[src/rtl/ct_biu_csr_pkg.sv]
// Shared definitions for the BIU CSR bridge: FSM encoding, default widths
// and a constant-foldable clog2.
package ct_biu_csr_pkg;

  localparam logic [1:0] ST_IDLE = 2'b00;
  localparam logic [1:0] ST_REQ  = 2'b01;
  localparam logic [1:0] ST_WAIT = 2'b10;
  localparam logic [1:0] ST_RESP = 2'b11;

  localparam int CSR_OP_W_DFLT        = 16;
  localparam int CSR_DATA_W_DFLT      = 64;
  localparam int CSR_RDATA_W_DFLT     = 128;
  localparam int CSR_TIMEOUT_DFLT     = 1024;
  localparam int CSR_INT_NUM_DFLT     = 6;
  localparam int CSR_SYNC_STAGES_DFLT = 2;

  // Returns 0 for values of 0 or 1.
  function automatic int clog2(input int value);
    int result;
    result = 0;
    for (int i = 0; i < 31; i++) begin
      if ((1 << i) < value) result = i + 1;
    end
    return result;
  endfunction

endpackage

[src/rtl/ct_biu_sync_vec.sv]
// Multi-bit level synchroniser bank; each bit gets an independent STAGES-deep
// flop chain. Intended for level signals only (no bus coherency implied).
module ct_biu_sync_vec
  import ct_biu_csr_pkg::*;
#(
  parameter int WIDTH  = CSR_INT_NUM_DFLT,
  parameter int STAGES = CSR_SYNC_STAGES_DFLT
) (
  input  logic             clk,
  input  logic             rst_n,
  input  logic [WIDTH-1:0] d_in,
  output logic [WIDTH-1:0] q_out
);

  logic [STAGES-1:0][WIDTH-1:0] stage_q;
  logic [STAGES-1:0][WIDTH-1:0] stage_d;

  assign stage_d[0] = d_in;

  genvar gi;
  generate
    for (gi = 1; gi < STAGES; gi++) begin : g_stage
      assign stage_d[gi] = stage_q[gi-1];
    end
  endgenerate

  always_ff @(posedge clk or negedge rst_n) begin
    if (!rst_n) stage_q <= '0;
    else        stage_q <= stage_d;
  end

  assign q_out = stage_q[STAGES-1];

endmodule

[src/rtl/ct_biu_csr_bridge_sync.sv]
// BIU CSR request/response bridge to the pad CSR port with completion timeout,
// plus the external interrupt synchroniser bank and wakeup.
module ct_biu_csr_bridge_sync
  import ct_biu_csr_pkg::*;
#(
  parameter int OP_W        = CSR_OP_W_DFLT,
  parameter int DATA_W      = CSR_DATA_W_DFLT,
  parameter int RDATA_W     = CSR_RDATA_W_DFLT,
  parameter int TIMEOUT     = CSR_TIMEOUT_DFLT,
  parameter int INT_NUM     = CSR_INT_NUM_DFLT,
  parameter int SYNC_STAGES = CSR_SYNC_STAGES_DFLT
) (
  input  logic                   coreclk,
  input  logic                   cpurst_b,
  input  logic                   biu_csr_sel,
  input  logic [OP_W-1:0]        biu_csr_op,
  input  logic [DATA_W-1:0]      biu_csr_wdata,
  output logic                   biu_csr_cmplt,
  output logic                   biu_csr_err,
  output logic [RDATA_W-1:0]     biu_csr_rdata,
  output logic                   biu_pad_csr_sel,
  output logic [OP_W+DATA_W-1:0] biu_pad_csr_wdata,
  input  logic                   pad_biu_csr_cmplt,
  input  logic [RDATA_W-1:0]     pad_biu_csr_rdata,
  input  logic [INT_NUM-1:0]     pad_biu_int,
  output logic [INT_NUM-1:0]     biu_cp0_int,
  output logic                   biu_xx_int_wakeup
);

  logic [1:0]             state_q, state_d;
  logic                   sel_ff_q;
  logic [OP_W+DATA_W-1:0] pad_wdata_q, pad_wdata_d;
  logic [RDATA_W-1:0]     rdata_q, rdata_d;
  logic                   err_q, err_d;
  logic                   req_pulse;
  logic                   timeout_hit;

  assign req_pulse = biu_csr_sel & ~sel_ff_q;

  always_comb begin
    state_d     = state_q;
    pad_wdata_d = pad_wdata_q;
    rdata_d     = rdata_q;
    err_d       = err_q;
    case (state_q)
      ST_IDLE: begin
        if (req_pulse) begin
          state_d     = ST_REQ;
          pad_wdata_d = {biu_csr_op, biu_csr_wdata};
        end
      end
      ST_REQ: begin
        if (pad_biu_csr_cmplt) begin
          state_d = ST_RESP;
          rdata_d = pad_biu_csr_rdata;
          err_d   = 1'b0;
        end else begin
          state_d = ST_WAIT;
        end
      end
      ST_WAIT: begin
        // Completion takes priority over a timeout landing in the same cycle.
        if (pad_biu_csr_cmplt) begin
          state_d = ST_RESP;
          rdata_d = pad_biu_csr_rdata;
          err_d   = 1'b0;
        end else if (timeout_hit) begin
          state_d = ST_RESP;
          rdata_d = '0;
          err_d   = 1'b1;
        end
      end
      default: state_d = ST_IDLE;
    endcase
  end

  always_ff @(posedge coreclk or negedge cpurst_b) begin
    if (!cpurst_b) begin
      state_q     <= ST_IDLE;
      sel_ff_q    <= 1'b0;
      pad_wdata_q <= '0;
      rdata_q     <= '0;
      err_q       <= 1'b0;
    end else begin
      state_q     <= state_d;
      sel_ff_q    <= biu_csr_sel;
      pad_wdata_q <= pad_wdata_d;
      rdata_q     <= rdata_d;
      err_q       <= err_d;
    end
  end

  generate
    if (TIMEOUT != 0) begin : g_timeout
      localparam int CNT_W = clog2(TIMEOUT) + 1;
      localparam logic [CNT_W-1:0] CNT_LAST = CNT_W'(TIMEOUT - 1);
      logic [CNT_W-1:0] cnt_q, cnt_d;

      // Saturating so a stuck WAIT can never alias back to a small count.
      always_comb begin
        cnt_d = cnt_q;
        if (state_q == ST_RESP) cnt_d = '0;
        else if (state_q == ST_WAIT && cnt_q != '1) cnt_d = cnt_q + 1'b1;
      end

      always_ff @(posedge coreclk or negedge cpurst_b) begin
        if (!cpurst_b) cnt_q <= '0;
        else           cnt_q <= cnt_d;
      end

      assign timeout_hit = (state_q == ST_WAIT) && (cnt_q == CNT_LAST);
    end else begin : g_no_timeout
      assign timeout_hit = 1'b0;
    end
  endgenerate

  assign biu_pad_csr_sel   = (state_q == ST_REQ);
  assign biu_csr_cmplt     = (state_q == ST_RESP);
  assign biu_csr_err       = biu_csr_cmplt & err_q;
  assign biu_csr_rdata     = rdata_q;
  assign biu_pad_csr_wdata = pad_wdata_q;

  ct_biu_sync_vec #(
    .WIDTH  (INT_NUM),
    .STAGES (SYNC_STAGES)
  ) u_int_sync (
    .clk   (coreclk),
    .rst_n (cpurst_b),
    .d_in  (pad_biu_int),
    .q_out (biu_cp0_int)
  );

  assign biu_xx_int_wakeup = |biu_cp0_int;

endmodule

[config.mk]
export PLATFORM = sky130hd
export DESIGN_NAME = ct_biu_csr_bridge_sync
export DESIGN_NICKNAME = d
export VERILOG_FILES = /design/src/rtl/ct_biu_csr_pkg.sv /design/src/rtl/ct_biu_sync_vec.sv /design/src/rtl/ct_biu_csr_bridge_sync.sv
export SDC_FILE = /design/constraint.sdc
export NUM_CORES = 1
export LEC_CHECK = 0
export CORE_AREA = 5 5 167 169
export CTS_CLUSTER_SIZE = 30
export DETAILED_ROUTE_END_ITERATION = 12
export DIE_AREA = 0 0 172 174
export GPL_TIMING_DRIVEN = 0
export PLACE_DENSITY = 0.75
export SKIP_LAST_GASP = 1
export SLEW_MARGIN = 20
export SYNTH_ARGS = -nofsm -noshare
export SYNTH_HDL_FRONTEND = slang
export SYNTH_SLANG_ARGS = --single-unit
[constraint.sdc]
create_clock -name coreclk -period 2.1 [get_ports coreclk]
set_input_delay 0.315 -clock coreclk [delete_from_list [all_inputs] [get_ports coreclk]]
set_output_delay 0.315 -clock coreclk [all_outputs]
set_load 0.02 [all_outputs]
==> results of run 1 <==
-- cells by family (layout without fill, tap and decap cells) --
group                    Yosys count  count (layout)  share of synthesized area, %
adder cells (fa/ha/maj)            6               6                        0.8657
flip-flops                       235             235                         67.81
buffers and inverters             44             527                         3.160
AND/OR/NAND/NOR                   41              41                         2.655
multiplexers                      84              84                         10.89
AO/OA/AOI/OAI                    150             150                         14.41
XOR/XNOR                           2               2                        0.2020
-- cell type report --
| class | instances | area [sq um] | share of cell area (%) |
|---|---|---|---|
| Timing Repair Buffer | 439 | 4439 | 30.88 |
| Clock inverter | 14 | 137.6 | 0.9574 |
| Multi-Input combinational cell | 283 | 2520 | 17.53 |
| Clock buffer | 31 | 678.2 | 4.717 |
| Inverter | 5 | 18.77 | 0.1305 |
| Tap cell | 341 | 426.7 | 2.968 |
| Buffer | 38 | 275.3 | 1.915 |
| Sequential cell | 235 | 5881 | 40.91 |
-- worst paths after layout --
path / start / endpoint / slack [ns]
max in group asynchronous: cpurst_b / u_int_sync.stage_d[7] / 0.99
worst max register to register: g_timeout.cnt_q[0] / biu_csr_rdata[114] / 0.13
min in group asynchronous: cpurst_b / biu_csr_rdata[101] / 0.30
worst min register to register: u_int_sync.stage_d[10] / u_int_sync.q_out[4] / 0.35
worst max-delay path: state_q[1] / biu_pad_csr_sel / 0.11
worst min-delay path: pad_biu_int[5] / u_int_sync.stage_d[11] / 0.24
-- through the flow --
step           cell area [sq um]  total power (uW)
4_1_cts                    14350             23660
3_5_place_dp               13510             19170
3_3_place_gp               13450             18930
5_1_grt                    14380             24640
2_1_floorplan               8672             13330
6_report                   14380             23400
-- synth_stat cells --
cell type	n
dfrtp_1	235
a21oi_1	7
and2_1	1
mux2_2	83
nor4_1	1
nand4_4	1
o21ai_1	1
clkbuf_1	19
o31ai_1	3
or2_2	1
nor2_1	12
nand3b_1	1
nand3_1	3
nor2b_1	1
buf_2	6
a211oi_1	1
a41oi_1	1
nand4_1	3
xor2_1	2
nand2_1	6
mux2i_1	1
o41ai_1	1
ha_1	6
nor4_2	1
buf_6	13
inv_1	5
a22o_1	128
o21ai_0	7
or3_1	4
and4_1	2
buf_4	1
nor3_1	4
a31oi_1	1
-- registers in the layout, summed over array words and instances (netlist names) --
signal,cells
g_timeout.cnt_q,11
biu_csr_rdata,128
err_q,1
u_int_sync.stage_d,6
sel_ff_q,1
u_int_sync.q_out,6
biu_pad_csr_wdata,80
state_q,2
-- worst max-delay path: stages, from the launching register on --
cell,delay (ns)
dfrtp_1,0.43
inv_1,0.12
ha_1,0.24
dlygate4sd2_1,0.37
-- per-layer routing --
layer | part of all wire (%) | up-vias | wire length [um] | track usage, %
li1 | - | 3024 | - | -
met1 | 38 | 3293 | 10370 | 20.21
met2 | 51 | 304 | 13960 | 30.94
met3 | 9.1 | 41 | 2499 | 5.163
met4 | 2.5 | 0 | 695 | 5.077
met5 | 0 | - | 0 | 0
-- timing repair --
item,CTS,global route
hold buffers,1,0
hold endpoints to repair,42,0
endpoints found under the setup margin,184,191
resized for setup,16,13
buffers inserted,0,1
-- power groups by stage --
stage | Clock [uW] | Sequential [uW] | Combinational, uW
after floorplan | 0 | 10100 | 3180
after global placement | 0 | 7740 | 11200
after detailed placement | 0 | 7770 | 11400
after CTS | 4490 | 7760 | 11400
after global routing | 4690 | 8020 | 11900
final | 4370 | 7760 | 11300
-- cells in the final DEF (no fill, tap or decap), types with 5 or more instances in the layout --
master / n
clkdlybuf4s50_1: 430
dfrtp_1: 235
a22o_1: 128
mux2_2: 83
clkbuf_16: 25
clkbuf_2: 16
buf_6: 13
nor2_1: 12
a21oi_1: 7
o21ai_0: 7
nand2_1: 6
buf_2: 6
clkinv_2: 6
inv_1: 5
ha_1: 5
==> impl_results.md, run 1 <==
- Total Wirelength: 27530 um
- Final setup viols: 0
- Leakage: ~0.0063 uW
- RSZ-0062 raised after global routing: false
- Worst Tran Pin Value: 0.5064 ns
- Final period utilization: about 95%
- Final core occ: about 54%
- Post-synthesis cell area: 8672 sq um
- Row count: 60
- CP Launch Type: flop
- Antenna Nets Post-Route: 0
- Placed Cells incl. Taps: about 1300
- Largest net degree at the start of global routing: 99
- Synthesis warning total: 0
- #FFs+latches synth: 235
- CTS tree: done
- DR iter-0 viols: 309
- Full die area: approximately 30000 sq um
- Setup WS pre-CTS: -0.5233 ns
- Initial antenna violation count: 0
- Critical path endpoint category: output pin
- Arrival @ worst endpoint: 1.67 ns
- PortBufs: 435
- Sw frac: 36.00%
- Sequential share of power: 33.2%
- Relative slew slack: 66.24%
- Critical path required time: 1.78 ns
- Drt wl/cell: 19.86 um
- Max Transition Viols Final: 0
- H-tree depth: 1
- Hold crit path type: in -> reg
- Overall Global Routing Usage: 17.42%
- Setup TNS: 0 ns
- Net count, final: 1251
- Number of global-route vias before repair: 7170
- Clk pwr share: 18.7%
- Largest area contributor in the synthesized netlist: dfrtp_1
- Hold path depth: 1
- Count of cell types in the netlist: 33
- Non-Filler Instances: 1386
- Via count: 6662
- Layout cells sized above 1: between 10% and 20%
- Cell Pwr Density: 1628 nW/um^2
- I/O pins: 436
- Final worst-path setup slack: 0.1111 ns
- Post-synth top area share: about two thirds
- Post-DP HPWL: 20880 um
- Peak VDD IR: roughly 0.92 mV
- Fmax: slightly above 0.5 GHz
- Fillers: 2226
- Core Region: between 20000 and 30000 sq um
- Area grow syn2layout: 65.78%
- Crit Path Category: reg -> out
- DR vias/cell: a little under 5
- Post-synthesis sequential area ratio: 67.81%
- Max_cap viols: 0
- Root buf cell: clkbuf_16
- Initial DRT Pass Iterations: 5
- Reg clk slew, reported paths: 0.07 ns
- Top cells by area, synth: dfrtp_1 68%, a22o_1 13%, mux2_2 11%, buf_6 1.7%, ha_1 0.87%
- Crit path max fanout: 5
- Cell Int Power: roughly 15000 uW
- CTS Buffer Depth: 3
- Worst-case reg-to-reg path depth: 7
- Residual DRC: 0
- First-pass GRT wire length: 41140 um
- Comb pwr share: 48.2%
- Min Hold Slack: 0.2448 ns
- Cells after Synth: 562
- GR Overflow Total: 0
- Syn_area_per_cell: 15.43 sq um
- Die Width: about 170 um
- Cts bufs inserted: 25
- Clock sinks: 235
- Antenna cell count: 0
- Post-Syn Nets: 786
- Final hold violation count: 0
- Routability Congestion: 0.7955
- Die height: approximately 170 um
- Net Sw Power: 8424 uW
- Initial cell density of the core: 32.82%
- Tmin final: 1.989 ns
- Worst Clk Skew: 0.02066 ns
- Outcome: completed
- Worst skew pair latency: between 0.5 and 0.6 ns
No activity file was read; power rests on OpenSTA's default activity.
==> inputs of run 2 (changes only) <==
--- a/config.mk
+++ b/config.mk
@@ -9,7 +9,7 @@
 export CTS_CLUSTER_SIZE = 30
 export DETAILED_ROUTE_END_ITERATION = 12
 export DIE_AREA = 0 0 172 174
-export GPL_TIMING_DRIVEN = 0
+export HOLD_SLACK_MARGIN = 0.03
 export PLACE_DENSITY = 0.75
 export SKIP_LAST_GASP = 1
 export SLEW_MARGIN = 20
==> impl_results.md, run 2 (synthesis results as in run 1) <==
- Outcome: completed
- Drt wl/cell: 19.37 um
- PortBufs: between 400 and 500
- Reg2reg end: biu_csr_rdata[50]
- Tmin final: approximately 2.0 ns
- Reg clk slew, reported paths: 0.06 ns
- Post-DP HPWL: 19200 um
- CTS Buffer Depth: 3
- CTS tree: done
- RR Startpoint: state_q[0]
- Worst skew pair latency: 0.52 ns
- DR iter-0 viols: 374
- Die height: about 170 um
- Min Hold Slack: between 0.2 and 0.25 ns
- RSZ-0062 raised after global routing: false
- Final worst-path setup slack: 0.1213 ns
- Initial DRT Pass Iterations: 5
- Full die area: 29930 sq um
- Critical path required time: 1.78 ns
- Initial cell density of the core: between 30% and 40%
- Commonest non-fill, non-tap cell in the layout: clkdlybuf4s50_1
- DR vias/cell: a little under 5
- First-pass GRT wire length: 40030 um
- Worst Tran Pin Value: 0.4501 ns
- Cell Pwr Density: 1640 nW/um^2
- Relative slew slack: between 60% and 70%
- Fmax: between 0.5 and 0.6 GHz
- Total Wirelength: around 26000 um
- Max_cap viols: 0
- Most frequent cells in the layout: 430 x clkdlybuf4s50_1, 235 x dfrtp_1, 128 x a22o_1
- Core Region: 26430 sq um
- Worst reg2reg setup slack: ~0.18 ns
- Hold crit path type: in -> reg
- Design area: 14420 sq um
- Crit Path Category: reg -> out
- Residual DRC: 0
- Row count: 60
- Overall Global Routing Usage: about 17%
- Number of flip-flops in the largest register: between 100 and 150
- Worst Clk Skew: 0.004638 ns
- Crit path max fanout: 5
- Setup WS pre-CTS: 0.2034 ns
- Arrival @ worst endpoint: 1.66 ns
- Leakage: ~0.0063 uW
- I/O pins: 436
- CP Launch Type: flop
- Final core occ: a little over half
- Fillers: 2183
- Worst-case reg-to-reg path depth: 7
- Final setup viols: 0
- Area grow syn2layout: 66.28%
- Routability Congestion: 0.8266
- Final hold violation count: 0
- Critical Path Sink: biu_csr_err
- Initial antenna violation count: 1
- Clock sinks: 235
- H-tree depth: 1
- Worst setup path start: state_q[0]
- Max Transition Viols Final: 0
- Critical path endpoint category: output pin
- Antenna Nets Post-Route: 0
- Final period utilization: 94.22%
- GR Overflow Total: 0
- Setup TNS: 0 ns
- Die Width: 172 um
- Net count, final: 1227
- Layout cells sized above 1: 14.66%
- Root buf cell: clkbuf_16
- Cts bufs inserted: 26
- Setup Buffers After CTS: 0
- Number of global-route vias before repair: ~7000
- DP Area: ~13000 sq um
- Largest net degree at the start of global routing: 67
- Via count: between 6000 and 7000
- Peak VDD IR: 0.8516 mV
-- run 2: cell count changes in the layout (fill, tap and decap cells not counted), sizes merged --
cell and change:
clkinvlp -4, buf -7, diode +1, clkbuf -13
bufinv +2
-- run 2: power breakdown --
| group | total [uW] | switching, uW | internal, uW | leakage, uW |
|---|---|---|---|---|
| logic | 11000 | 5270 | 5700 | 0.00296 |
| clock network | 4880 | 1830 | 3050 | 0.000468 |
| registers | 7790 | 1190 | 6600 | 0.00287 |
| total | 23600 | 8290 | 15400 | 0.00630 |
-- run 2: layout make-up --
| class | count | area (sq um) | area share, % |
|---|---|---|---|
| well taps | 341 | 426.7 | 2.959 |
| flip-flops and latches | 235 | 5881 | 40.78 |
| clock inverters | 12 | 167.7 | 1.163 |
| repair buffers | 452 | 4609 | 31.97 |
| multi-input cells | 283 | 2545 | 17.65 |
| clock buffers | 36 | 769.5 | 5.336 |
| diodes | 1 | 2.502 | 0.01735 |
| inverters | 5 | 18.77 | 0.1302 |
-- run 2: metal layers --
layer / part of all wire (%) / GRT usage (%) / up-vias
met4: 3.1 / 5.339 / 0
li1: - / - / 2980
met1: 37 / 19.73 / 3243
met2: 50 / 29.30 / 302
met5: 0 / 0 / -
met3: 9.3 / 4.662 / 51
-- run 2: worst min-delay path by stage --
stage / from / end / slack (ns) / depth (start not counted)
4_1_cts: pad_biu_int[4] / u_int_sync.stage_d[10] / 0.21 / 1
5_1_grt: pad_biu_int[0] / u_int_sync.stage_d[6] / 0.22 / 1
3_5_place_dp: cpurst_b / biu_pad_csr_wdata[35] / 0.26 / 1
6_report: pad_biu_int[4] / u_int_sync.stage_d[10] / 0.24 / 1
3_3_place_gp: cpurst_b / biu_pad_csr_wdata[35] / 0.27 / 1
2_1_floorplan: cpurst_b / biu_csr_rdata[0] / 0.02 / 0
-- run 2: per-stage QoR --
step | power (uW) | std cells
after detailed placement | 18920 | 1315
final | 23650 | 1365
after global placement | 18720 | 1315
after floorplan | 13330 | 562
after global routing | 24870 | 1365
after CTS | 23970 | 1364
-- run 2: worst max-delay path: stages, from the launching register on --
cell and delay, ns:
dfrtp_1 0.43, ha_1 0.25, and2_1 0.14, dlygate4sd2_1 0.32
-- run 2: repair_timing --
item / 4_1_cts / 5_1_grt
setup endpoints to repair: 4 / 40
resized for setup: 4 / 1
pin swaps: 0 / 0
hold buffers: 1 / 0
hold endpoints to repair: 46 / 0
==> inputs of run 3 (changes only) <==
--- a/config.mk
+++ b/config.mk
@@ -5,12 +5,13 @@
 export SDC_FILE = /design/constraint.sdc
 export NUM_CORES = 1
 export LEC_CHECK = 0
-export CORE_AREA = 5 5 167 169
+export CORE_AREA = 5 5 165 167
+export CTS_BUF_LIST = sky130_fd_sc_hd__clkbuf_4
 export CTS_CLUSTER_SIZE = 30
 export DETAILED_ROUTE_END_ITERATION = 12
-export DIE_AREA = 0 0 172 174
+export DIE_AREA = 0 0 170 172
 export HOLD_SLACK_MARGIN = 0.03
-export PLACE_DENSITY = 0.75
+export PLACE_DENSITY = 0.76
 export SKIP_LAST_GASP = 1
 export SLEW_MARGIN = 20
 export SYNTH_ARGS = -nofsm -noshare
==> impl_results.md, run 3 (synthesis results as in run 1) <==
- Outcome: completed
- Max_cap viols: 0
- GR Overflow Total: 0
- Overall Global Routing Usage: between 15 and 20%
- Number of flip-flops in the largest register: roughly 130
- Core Region: 25620 sq um
- WL met2: around 14000 um
- I/O pins: 436
- Net Sw Power: 8492 uW
- Crit Path Category: reg -> out
- Non-Filler Instances: around 1400
- Setup WS pre-CTS: 0.2248 ns
- Setup TNS: 0 ns
- Arrival @ worst endpoint: 1.68 ns
- Reg2reg end: biu_csr_rdata[116]
- Initial DRT Pass Iterations: 4
- Root buf cell: clkbuf_4
- Number of buffers and inverters on the critical path: 1
- Hold crit path type: in -> reg
- Cell family with most CP delay: buffers and inverters
- Critical path endpoint category: output pin
- Final period utilization: about 95%
- Most frequent cells in the layout: 423 x clkdlybuf4s50_1, 235 x dfrtp_1, 128 x a22o_1
- Cell Chain, Critical Path: clkdlybuf4s50_1
- First-pass GRT wire length: 41910 um
- Met3 routed WL: 2610 um
- Min Hold Slack: ~0.15 ns
- Routability Congestion: 0.8082
- Worst Tran Pin Value: 0.5557 ns
- CP Launch Type: flop
- Residual DRC: 0
- M1 WL: 10570 um
- Crit path depth: 1
- Worst-case reg-to-reg path depth: 7
- H-tree depth: 3
- Crit path max-delay cell type: clkdlybuf4s50_1
- PortBufs: 435
- Worst skew pair latency: 0.64 ns
- Reg clk slew, reported paths: 0.06 ns
- Full die area: ~29000 sq um
- Antenna Nets Post-Route: 0
- Worst reg2reg setup slack: 0.16 ns
- Setup Buffers After CTS: 0
- Sw frac: 36.65%
- CP peak stage delay: 0.64 ns
- Die height: 172 um
- Top sig layer: met5
- Post-DP HPWL: 20580 um
- Total Wirelength: 27960 um
- Final hold violation count: 0
- Row count: 59
- DR vias/cell: 4.853
- Clock sinks: 235
- DP Area: 13520 sq um
- Critical path required time: 1.78 ns
- Drt wl/cell: between 15 and 20 um
- Die Width: approximately 170 um
- Initial cell density of the core: 33.85%
- Cell Pwr Density: 1608 nW/um^2
- RR Startpoint: state_q[1]
- Leakage: between 0.006 and 0.007 uW
- Relative slew slack: 62.95%
- Cell Int Power: 14680 uW
- Sequential share of power: roughly 34%
- Largest net degree at the start of global routing: 96
- Hold path depth: 1
- Placed Cells incl. Taps: ~1300
- Net count, final: approximately 1300
- Commonest non-fill, non-tap cell in the layout: clkdlybuf4s50_1
- Hold Crit Start: pad_biu_int[2]
- Worst Clk Skew: 0.05512 ns
- Hold EP: u_int_sync.stage_d[8]
- Layout cells sized above 1: 20.18%
- Area grow syn2layout: 66.15%
- Fmax: 0.5019 GHz
- Via count: 6949
- Comb pwr share: 47.7%
- Final worst-path setup slack: between 0.1 and 0.15 ns
- Cts bufs inserted: 66
- Max Transition Viols Final: 0
- Peak VDD IR: 0.9863 mV
- Clk pwr share: 18.5%
- CTS tree: done
- Crit path max fanout: 2
- CTS Buffer Depth: 3
- Initial antenna violation count: 3
- Number of global-route vias before repair: 7499
- Final setup viols: 0
- Design area: approximately 14000 sq um
- DR iter-0 viols: 391
- Tmin final: between 1.5 and 2 ns
-- run 3: cell types whose count changed in the layout (fill, tap and decap cells not counted), moves of 6 or more --
cell / previous run / this run
clkbuf_16: 27 / 0
clkdlybuf4s50_1: 430 / 423
clkbuf_4: 0 / 97
clkinv_1: 0 / 7
dlymetal6s2s_1: 0 / 6
buf_4: 6 / 12
clkbuf_8: 6 / 0
-- run 3: stage by stage --
| stage | utilization [%] | total power [uW] |
|---|---|---|
| final | 56.25 | 23170 |
| after global routing | 56.25 | 24500 |
| after CTS | 56.15 | 23510 |
| after detailed placement | 52.80 | 19060 |
| after global placement | 52.80 | 18820 |
| after floorplan | - | 13330 |
-- run 3: area by class of cell --
type / count / area (sq um)
inverters: 5 / 18.77
well taps: 335 / 419.2
multi-input cells: 283 / 2539
clock buffers: 97 / 728.2
clock inverters: 15 / 125.1
fillers: 2051 / 11210
repair buffers: 460 / 4693
diodes: 2 / 5.005
flip-flops and latches: 235 / 5881
-- run 3: repair_timing --
action	4_1_cts	5_1_grt
hold endpoints to repair	98	1
gates resized for setup	7	11
hold buffers	1	1
setup endpoints to repair	5	9
-- run 3: worst max-delay path by stage --
stage                                startpoint                     to  slack [ns]
after detailed placement     g_timeout.cnt_q[0]      biu_csr_rdata[20]        0.22
after global routing      biu_pad_csr_wdata[66]  biu_pad_csr_wdata[66]      -0.003
after global placement        pad_biu_csr_cmplt      biu_csr_rdata[77]        0.29
final                         biu_csr_rdata[39]      biu_csr_rdata[39]        0.11
after floorplan                      state_q[1]     biu_csr_rdata[100]        0.30
after CTS                            state_q[1]        biu_pad_csr_sel       -0.06
-- run 3: per-layer routing --
layer | global-route usage (%) | up-vias
met5 | 0 | -
met4 | 6.806 | 2
met3 | 7.407 | 60
met2 | 30.81 | 331
met1 | 21.17 | 3440
li1 | - | 3116
-- run 3: power by group through the flow --
stage / Sequential (uW) / Clock (uW) / Combinational (uW)
global placement: 7830 / 0 / 11000
detailed placement: 7840 / 0 / 11200
CTS: 7830 / 4450 / 11200
finish: 7830 / 4280 / 11100
floorplan: 10100 / 0 / 3180
global route: 8110 / 4730 / 11700
